File: src/rtl/mouse_pos_sync_pkg.sv
// mouse_pos_sync_pkg: screen geometry, cursor size and FSM state type for the mouse position sync stage.
package mouse_pos_sync_pkg;
   localparam int HOR_PIXELS        = 800;
   localparam int VER_PIXELS        = 600;
   localparam int MOUSE_CURSOR_SIZE = 16;
   typedef enum logic [1:0] {IDLE, CLAMP, COMMIT} mouse_sync_state_t;
endpackage

File: src/rtl/mouse_pos_sync_clamp.sv
// pos_clamp: unsigned 12-bit min() of a value against a limit.
module pos_clamp (
   input  logic [11:0] val_i,
   input  logic [11:0] lim_i,
   output logic [11:0] val_o
);
   assign val_o = (val_i > lim_i) ? lim_i : val_i;
endmodule

File: src/rtl/mouse_pos_sync.sv
// mouse_pos_sync: stage newest mouse sample, clamp it and commit once per frame at vblank rise.
// MOUSE_POS_SMOOTH_EN: commit averages old and new position instead of loading directly.
module mouse_pos_sync
   import mouse_pos_sync_pkg::*;
#(
   parameter int H_ACTIVE = HOR_PIXELS,
   parameter int V_ACTIVE = VER_PIXELS,
   parameter int CURSOR_W = MOUSE_CURSOR_SIZE,
   parameter int CURSOR_H = MOUSE_CURSOR_SIZE
) (
   input  logic        clk,
   input  logic        rst,
   input  logic [11:0] xpos_raw,
   input  logic [11:0] ypos_raw,
   input  logic        left_raw,
   input  logic        mouse_valid,
   input  logic        vblnk,
   output logic [11:0] xpos,
   output logic [11:0] ypos,
   output logic        left,
   output logic        frame_update
);
   localparam logic [11:0] X_MAX = 12'(H_ACTIVE - CURSOR_W);
   localparam logic [11:0] Y_MAX = 12'(V_ACTIVE - CURSOR_H);

   mouse_sync_state_t state_q;
   logic [11:0] stg_x_q, stg_y_q, snap_x_q, snap_y_q, xpos_q, ypos_q;
   logic [11:0] clamp_x, clamp_y, next_x, next_y;
   logic        stg_l_q, snap_l_q, left_q, pending_q, vblnk_q, frame_update_q;

   pos_clamp u_clamp_x (.val_i(stg_x_q), .lim_i(X_MAX), .val_o(clamp_x));
   pos_clamp u_clamp_y (.val_i(stg_y_q), .lim_i(Y_MAX), .val_o(clamp_y));

`ifdef MOUSE_POS_SMOOTH_EN
   logic [12:0] sum_x, sum_y;
   assign sum_x  = {1'b0, xpos_q} + {1'b0, snap_x_q};
   assign sum_y  = {1'b0, ypos_q} + {1'b0, snap_y_q};
   assign next_x = sum_x[12:1];
   assign next_y = sum_y[12:1];
`else
   assign next_x = snap_x_q;
   assign next_y = snap_y_q;
`endif

   always_ff @(posedge clk) begin
      if (rst) begin
         state_q        <= IDLE;
         stg_x_q        <= '0;
         stg_y_q        <= '0;
         stg_l_q        <= 1'b0;
         snap_x_q       <= '0;
         snap_y_q       <= '0;
         snap_l_q       <= 1'b0;
         xpos_q         <= '0;
         ypos_q         <= '0;
         left_q         <= 1'b0;
         pending_q      <= 1'b0;
         vblnk_q        <= 1'b0;
         frame_update_q <= 1'b0;
      end else begin
         vblnk_q        <= vblnk;
         frame_update_q <= 1'b0;
         if (mouse_valid) begin
            stg_x_q <= xpos_raw;
            stg_y_q <= ypos_raw;
            stg_l_q <= left_raw;
         end
         // a sample arriving in CLAMP keeps pending set for the next frame
         pending_q <= mouse_valid | (pending_q & (state_q != CLAMP));
         case (state_q)
            IDLE: if (vblnk && !vblnk_q && pending_q) state_q <= CLAMP;
            CLAMP: begin
               snap_x_q <= clamp_x;
               snap_y_q <= clamp_y;
               snap_l_q <= stg_l_q;
               state_q  <= COMMIT;
            end
            COMMIT: begin
               xpos_q         <= next_x;
               ypos_q         <= next_y;
               left_q         <= snap_l_q;
               frame_update_q <= 1'b1;
               state_q        <= IDLE;
            end
            default: state_q <= IDLE;
         endcase
      end
   end

   assign xpos         = xpos_q;
   assign ypos         = ypos_q;
   assign left         = left_q;
   assign frame_update = frame_update_q;
endmodule

File: config.mk
export PLATFORM = sky130hd
export DESIGN_NAME = mouse_pos_sync
export DESIGN_NICKNAME = d
export VERILOG_FILES = /design/src/rtl/mouse_pos_sync_pkg.sv /design/src/rtl/mouse_pos_sync_clamp.sv /design/src/rtl/mouse_pos_sync.sv
export SDC_FILE = /design/constraint.sdc
export NUM_CORES = 1
export LEC_CHECK = 0
export BUFFER_PORTS_ARGS = -buffer_cell sky130_fd_sc_hd__buf_2
export CORE_MARGIN = 2
export CORE_UTILIZATION = 28
export CTS_BUF_LIST = sky130_fd_sc_hd__clkbuf_4
export DETAILED_ROUTE_END_ITERATION = 10
export GPL_TIMING_DRIVEN = 0
export PLACE_DENSITY_LB_ADDON = 0.1
export SYNTH_ARGS = -nofsm -noshare
export SYNTH_HDL_FRONTEND = slang
export SYNTH_SLANG_ARGS = --single-unit
File: constraint.sdc
create_clock -name clk -period 3.7 [get_ports clk]
set_input_delay 0.185 -clock clk [delete_from_list [all_inputs] [get_ports clk]]
set_output_delay 0.185 -clock clk [all_outputs]
set_load 0.01 [all_outputs]
==> impl_metrics.ini, run 1 <==
[outcome]
status = complete, no violations

[critical_path]
reg2reg_from = stg_y_q[7]
critPathTopFamily = simple AND/OR/NAND/NOR gates
cp.required_ns = 4.02
critPathKind = reg -> reg
ff2ff_setup_slack_ns = 2.15
worst_path_max_delay_cell = dfxtp_1
arrival_ns = 1.88
cpPeakStageDelay_ns = 0.37
critPathBufInv = 0
worst_setup_path_start_kind = flop
rr_endpoint = next_y[1]
reg2reg_depth = 4
crit_chain = nor4_1 -> nor4b_4 -> a21oi_2 -> a32o_1
crit_fanout = 6
cp-end-kind = flop

[finish]
nets = 402
nFillCells = 1078
diodes = 0
most-common-layout-cells = dfxtp_1 (80), buf_2 (60), nand2_1 (53)
drive_gt1_share_pct = 21.4
syn_to_final_growth_pct = 29.9
final_common_cell = dfxtp_1

[detailed_routing]
wl_um = 6510
drt_drc_violations_left = 0
routed-wl-met2_um = 2570
drt_iter0_drc = 73
dr_wl_met3_um = 253
topRoutingLayerUsed = met4
ant_nets = 0
via_per_inst = 4.33
wl_met1_um = 3570
post_drt_wl_per_cell_um = 12.7
vias = 2214
dr.pass1.iters = 4

[grt]
grt_start_max_net_pins = 15
first_global_vias = 2074
gr-total-overflow = 0
track_usage_pct = 12.7
antenna_found_initial = 0
grt_pass1_wl_um = 10900

[floorplan]
die_w_um = 104
rows = 36
core_area_um2 = 9730
start_util_pct = 28.6
ios = 55
chipHeight_um = 104
dieArea_um2 = 10800

[power_and_ir_drop]
p_per_area_nw_per_um2 = 463
p_leak_nw = 1.48
ir_worst_vdd_v = 0.000197
power_mw = 1.67

[hold_path]
worstHoldEndpoint = stg_y_q[4]
min_path_cells = 3
hp-class = in -> reg
hold_start = ypos_raw[4]

[cts]
clockBufferDepth = 2
cts_hold_buf = 22
cts_tree = built
cts_num_sinks = 80
postCtsResizedCells = 0
clk_latency_ns = 0.42
htreeDepth = 3
cts_root_buf = clkbuf_4
cts.clk_slew.worst_paths_ns = 0.13
postCtsSetupBuffers = 0
numCtsBuffers = 9

[timing]
min_period_ns = 1.55
fmax_ghz = 0.643
relSlewSlack_pct = 64.5
rsz0062_at_grt = false
setup_viol = 0
worst_slack_ns = 2.15
tightest_slew_ns = 0.532
hold_viol_final = 0
period_share_pct = 42.0
tns_ns = 0
slew_viol_final = 0
clock_skew_ns = 0.0145

[logic_synthesis]
ys_ff_latch = 80
avgSynthCellArea_um2 = 9.66
syn_area_um2 = 2780
synth_nets = 317
synth-seq-area-share_pct = 57.6
ys.warnings.count = 0
ys_types = 26
synth_cells = 288

[placement]
portBuffers = 52
hpwl_um = 4740
routabilityCongestion = 0.672
pre_cts_slack_ns = 2.13

[job]
maxCapViolCount = 0
==> layout make-up <==
type | instances | area, um2 | area share (%)
flip-flops and latches | 80 | 1600 | 44.3
clock buffers | 9 | 67.6 | 1.87
repair buffers | 74 | 480 | 13.3
clock inverters | 7 | 119 | 3.29
well taps | 133 | 166 | 4.60
multi-input cells | 189 | 1100 | 30.4
plain buffers | 19 | 81.3 | 2.25
==> cells by family after synthesis <==
family	count (synthesis)	synth area share (%)
flip-flops	80	57.6
buffers and inverters	19	2.92
AO/OA/AOI/OAI	49	11.5
multiplexers	25	8.99
AND/OR/NAND/NOR	115	19.0
==> report_power, final <==
part           internal, mW  switching (mW)  leakage, nW
Clock                 0.343           0.314       0.0925
Combinational        0.0562          0.0560        0.742
Sequential            0.884          0.0205        0.651
==> worst reg2reg max path, stage by stage (launching register included) <==
cell and delay (ns):
dfxtp_1 0.37, nor4_1 0.37, nor4b_4 0.30, a21oi_2 0.15, a32o_1 0.28
==> synthesized netlist by cell type <==
| master | number | area share (%) |
|---|---|---|
| nor2_1 | 36 | 4.9 |
| nor4_1 | 1 | 0.22 |
| a21oi_1 | 29 | 5.2 |
| a22o_1 | 7 | 2.2 |
| and2_1 | 4 | 0.90 |
| buf_1 | 1 | 0.13 |
| nand3_1 | 1 | 0.18 |
| buf_2 | 8 | 1.4 |
| nor2_4 | 1 | 0.40 |
| a32o_1 | 7 | 2.5 |
| or3_1 | 2 | 0.45 |
| nor2_2 | 1 | 0.22 |
| nor4b_4 | 2 | 1.7 |
| o22ai_1 | 2 | 0.45 |
| nand2_1 | 53 | 7.1 |
| mux2i_1 | 25 | 9.0 |
| clkbuf_1 | 10 | 1.3 |
| o32ai_1 | 1 | 0.31 |
| nor3_1 | 8 | 1.4 |
| and4b_1 | 1 | 0.36 |
| o41ai_1 | 1 | 0.31 |
| a21oi_2 | 1 | 0.31 |
| o21ai_0 | 1 | 0.18 |
| nor2b_1 | 3 | 0.67 |
| dfxtp_1 | 80 | 58 |
| nand2b_1 | 2 | 0.45 |
==> metrics by stage <==
stage               instance area [um2]  utilization (%)  hold WS [ns]  instances
finish                             3620             37.2        0.0203        511
global route                       3620             37.2       0.00916        511
CTS                                3620             37.2       0.00721        511
detailed placement                 3210             33.0         0.429        473
global placement                   3210             33.0         0.419        473
floorplan                          2780                -         0.332        288
==> worst max path at each step <==
| stage | startpoint | end | slack [ns] | cells after the start |
|---|---|---|---|---|
| floorplan | stg_y_q[11] | next_y[1] | 2.30 | 4 |
| global placement | state_q[1] | next_x[6] | 2.16 | 5 |
| detailed placement | rst | stg_x_q[1] | 2.13 | 4 |
| CTS | state_q[1] | next_x[2] | 2.13 | 5 |
| global route | state_q[1] | ypos[3] | 1.97 | 5 |
| finish | stg_y_q[7] | next_y[1] | 2.15 | 4 |
==> flip-flops by register name (all words and copies together), names as in the netlist <==
signal and cells:
frame_update 1, left 1, next_x 12, next_y 12, pending_q 1, snap_l_q 1
state_q 2, stg_l_q 1, stg_x_q 12, stg_y_q 12, vblnk_q 1, xpos 12
ypos 12
==> per-layer routing <==
layer / vias to the layer above / global-route usage, %
met5: - / 0
met4: 0 / 6.08
met3: 9 / 3.15
met2: 46 / 17.5
met1: 996 / 18.5
li1: 1163 / -
(Power assumes the default switching activity.)
==> run 2: changes to the inputs <==
==> constraint.sdc (replaced) <==
create_clock -name clk -period 1.3 [get_ports clk]
set_input_delay 0.065 -clock clk [delete_from_list [all_inputs] [get_ports clk]]
set_output_delay 0.065 -clock clk [all_outputs]
set_load 0.01 [all_outputs]
==> run 2 against run 1 <==
  * The flow now finishes with violations (negative setup slack)
  * Sequential share of layout area decreased by 2.9 points
  * Sequential power increased to 2.9 times the previous value
  * Clock power increased to 2.8 times the previous value
==> impl_metrics.ini, run 2 (synthesis gave the netlist of run 1 again) <==
[detailed_routing]
wl_um = 6810
ant_nets = 0
dr.pass1.iters = 4
post_drt_wl_per_cell_um = 12.9
drt_drc_violations_left = 0
via_per_inst = 4.29
drt_iter0_drc = 84
vias = 2257

[critical_path]
ff2ff_setup_slack_ns = -0.15
rr_endpoint = next_y[8]
critPathKind = reg -> reg
reg2reg_from = stg_y_q[10]
cp-end-kind = flop
startpoint = stg_y_q[10]
reg2reg_depth = 4
crit_end = next_y[8]
cp.required_ns = 1.64
worst_setup_path_start_kind = flop
crit_fanout = 6
arrival_ns = 1.79

[power_and_ir_drop]
switching_share_pct = 23.0
p_sw_mw = 1.11
pwr-share-comb_pct = 8.3
p_seq_share_pct = 53.5
p_leak_nw = 1.63
ir_worst_vdd_v = 0.000533
p_int_mw = 3.72
p_per_area_nw_per_um2 = 1230
p_clk_share_pct = 38.3

[job]
maxCapViolCount = 0

[hold_path]
min_path_cells = 3
hp-class = in -> reg

[timing]
min_period_ns = 1.45
rsz0062_at_grt = true
clock_skew_ns = 0.0205
whs_ns = 0.0494
setup_viol = 16
hold_viol_final = 0
worst_slack_ns = -0.149
relSlewSlack_pct = 60.7
period_share_pct = 111
tightest_slew_ns = 0.590
fmax_ghz = 0.690
slew_viol_final = 0

[cts]
clk_latency_ns = 0.43
cts_tree = built
cts_num_sinks = 80
numCtsBuffers = 9
htreeDepth = 3
cts_root_buf = clkbuf_4
clockBufferDepth = 2
cts.clk_slew.worst_paths_ns = 0.14

[outcome]
failed_checks = negative setup slack
status = finished, violations left

[finish]
diodes = 0
nets = 417
final_common_cell = dfxtp_1
nFillCells = 1028
most-common-layout-cells = dfxtp_1 (71), buf_2 (56), nand2_1 (53)
design_area_um2 = 3910
syn_to_final_growth_pct = 40.6
drive_gt1_share_pct = 30.3
utilization_pct = 40.2

[grt]
grt_pass1_wl_um = 10900
first_global_vias = 2078
track_usage_pct = 13.2
antenna_found_initial = 0
gr-total-overflow = 0
grt_start_max_net_pins = 14

[placement]
routabilityCongestion = 0.686
hpwl_um = 4760
dpl_cell_area_um2 = 3240
portBuffers = 52

[floorplan]
core_area_um2 = 9730
start_util_pct = 28.6
ios = 55
dieArea_um2 = 10800
rows = 36
chipHeight_um = 104
die_w_um = 104
## run 2: area by class of cell
class | count | area [um2] | share of cell area [%]
multi-input cells | 189 | 1210 | 31.0
repair buffers | 89 | 603 | 15.4
flip-flops and latches | 80 | 1620 | 41.3
well taps | 133 | 166 | 4.25
clock buffers | 10 | 75.1 | 1.92
plain buffers | 19 | 129 | 3.29
clock inverters | 6 | 108 | 2.75
## run 2: power by group through the flow
stage	Sequential [mW]	Clock, mW	Combinational [mW]
6_report	2.58	1.85	0.399
3_5_place_dp	2.63	0	0.283
4_1_cts	2.58	1.91	0.375
3_3_place_gp	2.63	0	0.280
5_1_grt	2.60	2.04	0.442
2_1_floorplan	2.61	0	0.190
## run 2: worst min path at each step
stage | from | to
floorplan | xpos_raw[0] | stg_x_q[0]
global placement | ypos_raw[0] | stg_y_q[0]
detailed placement | xpos_raw[6] | stg_x_q[6]
CTS | mouse_valid | stg_x_q[11]
global route | mouse_valid | stg_x_q[11]
finish | mouse_valid | stg_x_q[11]
## run 2: worst max-delay path: stages, from the launching register on
cell	delay [ns]
dfxtp_2	0.37
nor4_4	0.30
nor4b_4	0.32
a21oi_4	0.13
a32o_1	0.25
## run 2: layer usage
layer  up-vias  part of all wire (%)  track usage (%)
met5         -                     0                0
met4         0                   1.1             5.21
met3         5                   4.1             4.41
met2        41                    43             18.6
met1      1021                    51             18.4
li1       1190                     -                -
## run 2: what timing repair did
item                                    4_1_cts  5_1_grt
endpoints found under the setup margin       42       44
pin swaps                                     8        6
resized for setup                            20       31
setup buffers                                 7        4
hold buffers                                 26        0
endpoints found under the hold margin        26        0
## run 2: metrics by stage
step	std cells	setup slack (ns)	TNS, ns	power, mW
finish	526	-0.149	-1.63	4.83
global route	526	-0.239	-3.01	5.08
CTS	522	-0.155	-1.57	4.87
detailed placement	473	-0.251	-9.13	2.91
global placement	473	-0.224	-8.61	2.91
floorplan	288	-0.0106	-0.110	2.80
==> run 3: changes to the inputs <==
--- a/config.mk
+++ b/config.mk
@@ -6,6 +6,7 @@
 export NUM_CORES = 1
 export LEC_CHECK = 0
 export BUFFER_PORTS_ARGS = -buffer_cell sky130_fd_sc_hd__buf_2
+export CAP_MARGIN = 5
 export CORE_MARGIN = 2
 export CORE_UTILIZATION = 28
 export CTS_BUF_LIST = sky130_fd_sc_hd__clkbuf_4
==> constraint.sdc (replaced) <==
create_clock -name clk -period 1.3 [get_ports clk]
set_input_delay 0 -clock clk [delete_from_list [all_inputs] [get_ports clk]]
set_output_delay 0 -clock clk [all_outputs]
set_load 0.01 [all_outputs]
==> run 3 against run 2 <==
  * The run still ends with negative setup slack left
  * Sequential cell count did not move
  * Setup slack improved by 0.0022 ns
  * Non-clock buffer count rose by 6
  * Maximum frequency rose by 0.15%
==> impl_metrics.ini, run 3 (synthesis gave the netlist of run 1 again) <==
[outcome]
status = finished, violations left
failed_checks = negative setup slack

[detailed_routing]
dr.pass1.iters = 5
drt_drc_violations_left = 0
drt_iter0_drc = 74
via_per_inst = 4.30
wl_um = 6890
post_drt_wl_per_cell_um = 13.0
vias = 2290
ant_nets = 0

[finish]
finalNonFillerCells = 532
diodes = 0
most-common-layout-cells = dfxtp_1 (71), buf_2 (56), nand2_1 (53)
design_area_um2 = 3970
final_common_cell = dfxtp_1
syn_to_final_growth_pct = 42.8
utilization_pct = 40.8
drive_gt1_share_pct = 29.8
nets = 423

[critical_path]
path_depth = 4
crit_chain = nor4_4 -> nor4b_4 -> a21oi_4 -> a32o_1
startpoint = stg_y_q[10]
crit_fanout = 6
critPathKind = reg -> reg
ff2ff_setup_slack_ns = -0.15
crit_end = next_y[8]
worst_setup_path_start_kind = flop
reg2reg_from = stg_y_q[10]
cp.required_ns = 1.64
critPathTopFamily = simple AND/OR/NAND/NOR gates
cpPeakStageDelay_ns = 0.36
cp-end-kind = flop
reg2reg_depth = 4
worst_path_max_delay_cell = dfxtp_2
critPathBufInv = 0
arrival_ns = 1.78
rr_endpoint = next_y[8]

[floorplan]
rows = 36
core_area_um2 = 9730
start_util_pct = 28.6
chipHeight_um = 104
dieArea_um2 = 10800
ios = 55
die_w_um = 104

[cts]
cts_tree = built
clk_latency_ns = 0.43
cts_root_buf = clkbuf_4
cts_num_sinks = 80
clockBufferDepth = 2
htreeDepth = 3
cts.clk_slew.worst_paths_ns = 0.14
numCtsBuffers = 9

[grt]
grt_start_max_net_pins = 14
track_usage_pct = 13.4
antenna_found_initial = 0
gr-total-overflow = 0
grt_pass1_wl_um = 11100
first_global_vias = 2127

[placement]
pre_cts_slack_ns = -0.251
dpl_cell_area_um2 = 3240
hpwl_um = 4760
dp_cells = 473
routabilityCongestion = 0.686
portBuffers = 52

[timing]
rsz0062_at_grt = true
tightest_slew_ns = 0.588
whs_ns = 0.0434
clock_skew_ns = 0.0205
min_period_ns = 1.45
relSlewSlack_pct = 60.8
tns_ns = -1.62
hold_viol_final = 0
setup_viol = 16
slew_viol_final = 0
worst_slack_ns = -0.147
fmax_ghz = 0.691
period_share_pct = 111

[power_and_ir_drop]
power_mw = 4.85
p_clk_share_pct = 38.0
p_per_area_nw_per_um2 = 1220
ir_worst_vdd_v = 0.000532
p_sw_mw = 1.11
p_int_mw = 3.74
p_leak_nw = 1.65
switching_share_pct = 23.0
pwr-share-comb_pct = 8.7
p_seq_share_pct = 53.3

[hold_path]
hp-class = in -> reg
min_path_cells = 2

[job]
maxCapViolCount = 0
-- run 3: final cells by class --
| cell class | instances | area (um2) |
|---|---|---|
| Fill cell | 1026 | 5760 |
| Sequential cell | 80 | 1620 |
| Multi-Input combinational cell | 189 | 1210 |
| Timing Repair Buffer | 95 | 663 |
| Tap cell | 133 | 166 |
| Buffer | 19 | 129 |
| Clock inverter | 6 | 108 |
| Clock buffer | 10 | 75.1 |
-- run 3: power groups by stage --
stage	Clock, mW	Sequential (mW)	Combinational (mW)
floorplan	0	2.61	0.190
global placement	0	2.63	0.280
detailed placement	0	2.63	0.283
CTS	1.91	2.58	0.396
global route	2.04	2.60	0.466
finish	1.84	2.58	0.422
-- run 3: worst min-delay path by stage --
stage	from	end	slack (ns)
after detailed placement	xpos_raw[6]	stg_x_q[6]	0.24
after global placement	ypos_raw[0]	stg_y_q[0]	0.23
final	rst	vblnk_q	0.04
after floorplan	xpos_raw[0]	stg_x_q[0]	0.15
after CTS	rst	vblnk_q	0.04
after global routing	rst	vblnk_q	0.06
-- run 3: metal layers --
layer / share of wire [%] / routed length [um] / vias to the layer above / GRT usage (%)
met1: 51 / 3540 / 1044 / 18.6
met4: 1.0 / 72 / 0 / 5.21
met3: 3.7 / 257 / 5 / 4.41
met2: 44 / 3030 / 39 / 19.1
met5: 0 / 0 / - / 0
li1: - / - / 1202 / -
-- run 3: timing repair --
item,4_1_cts,5_1_grt
pin swaps,8,6
hold endpoints to repair,27,0
hold buffers,32,0
resized for setup,20,31
setup buffers,7,4
setup endpoints to repair,42,44
cloned,0,0
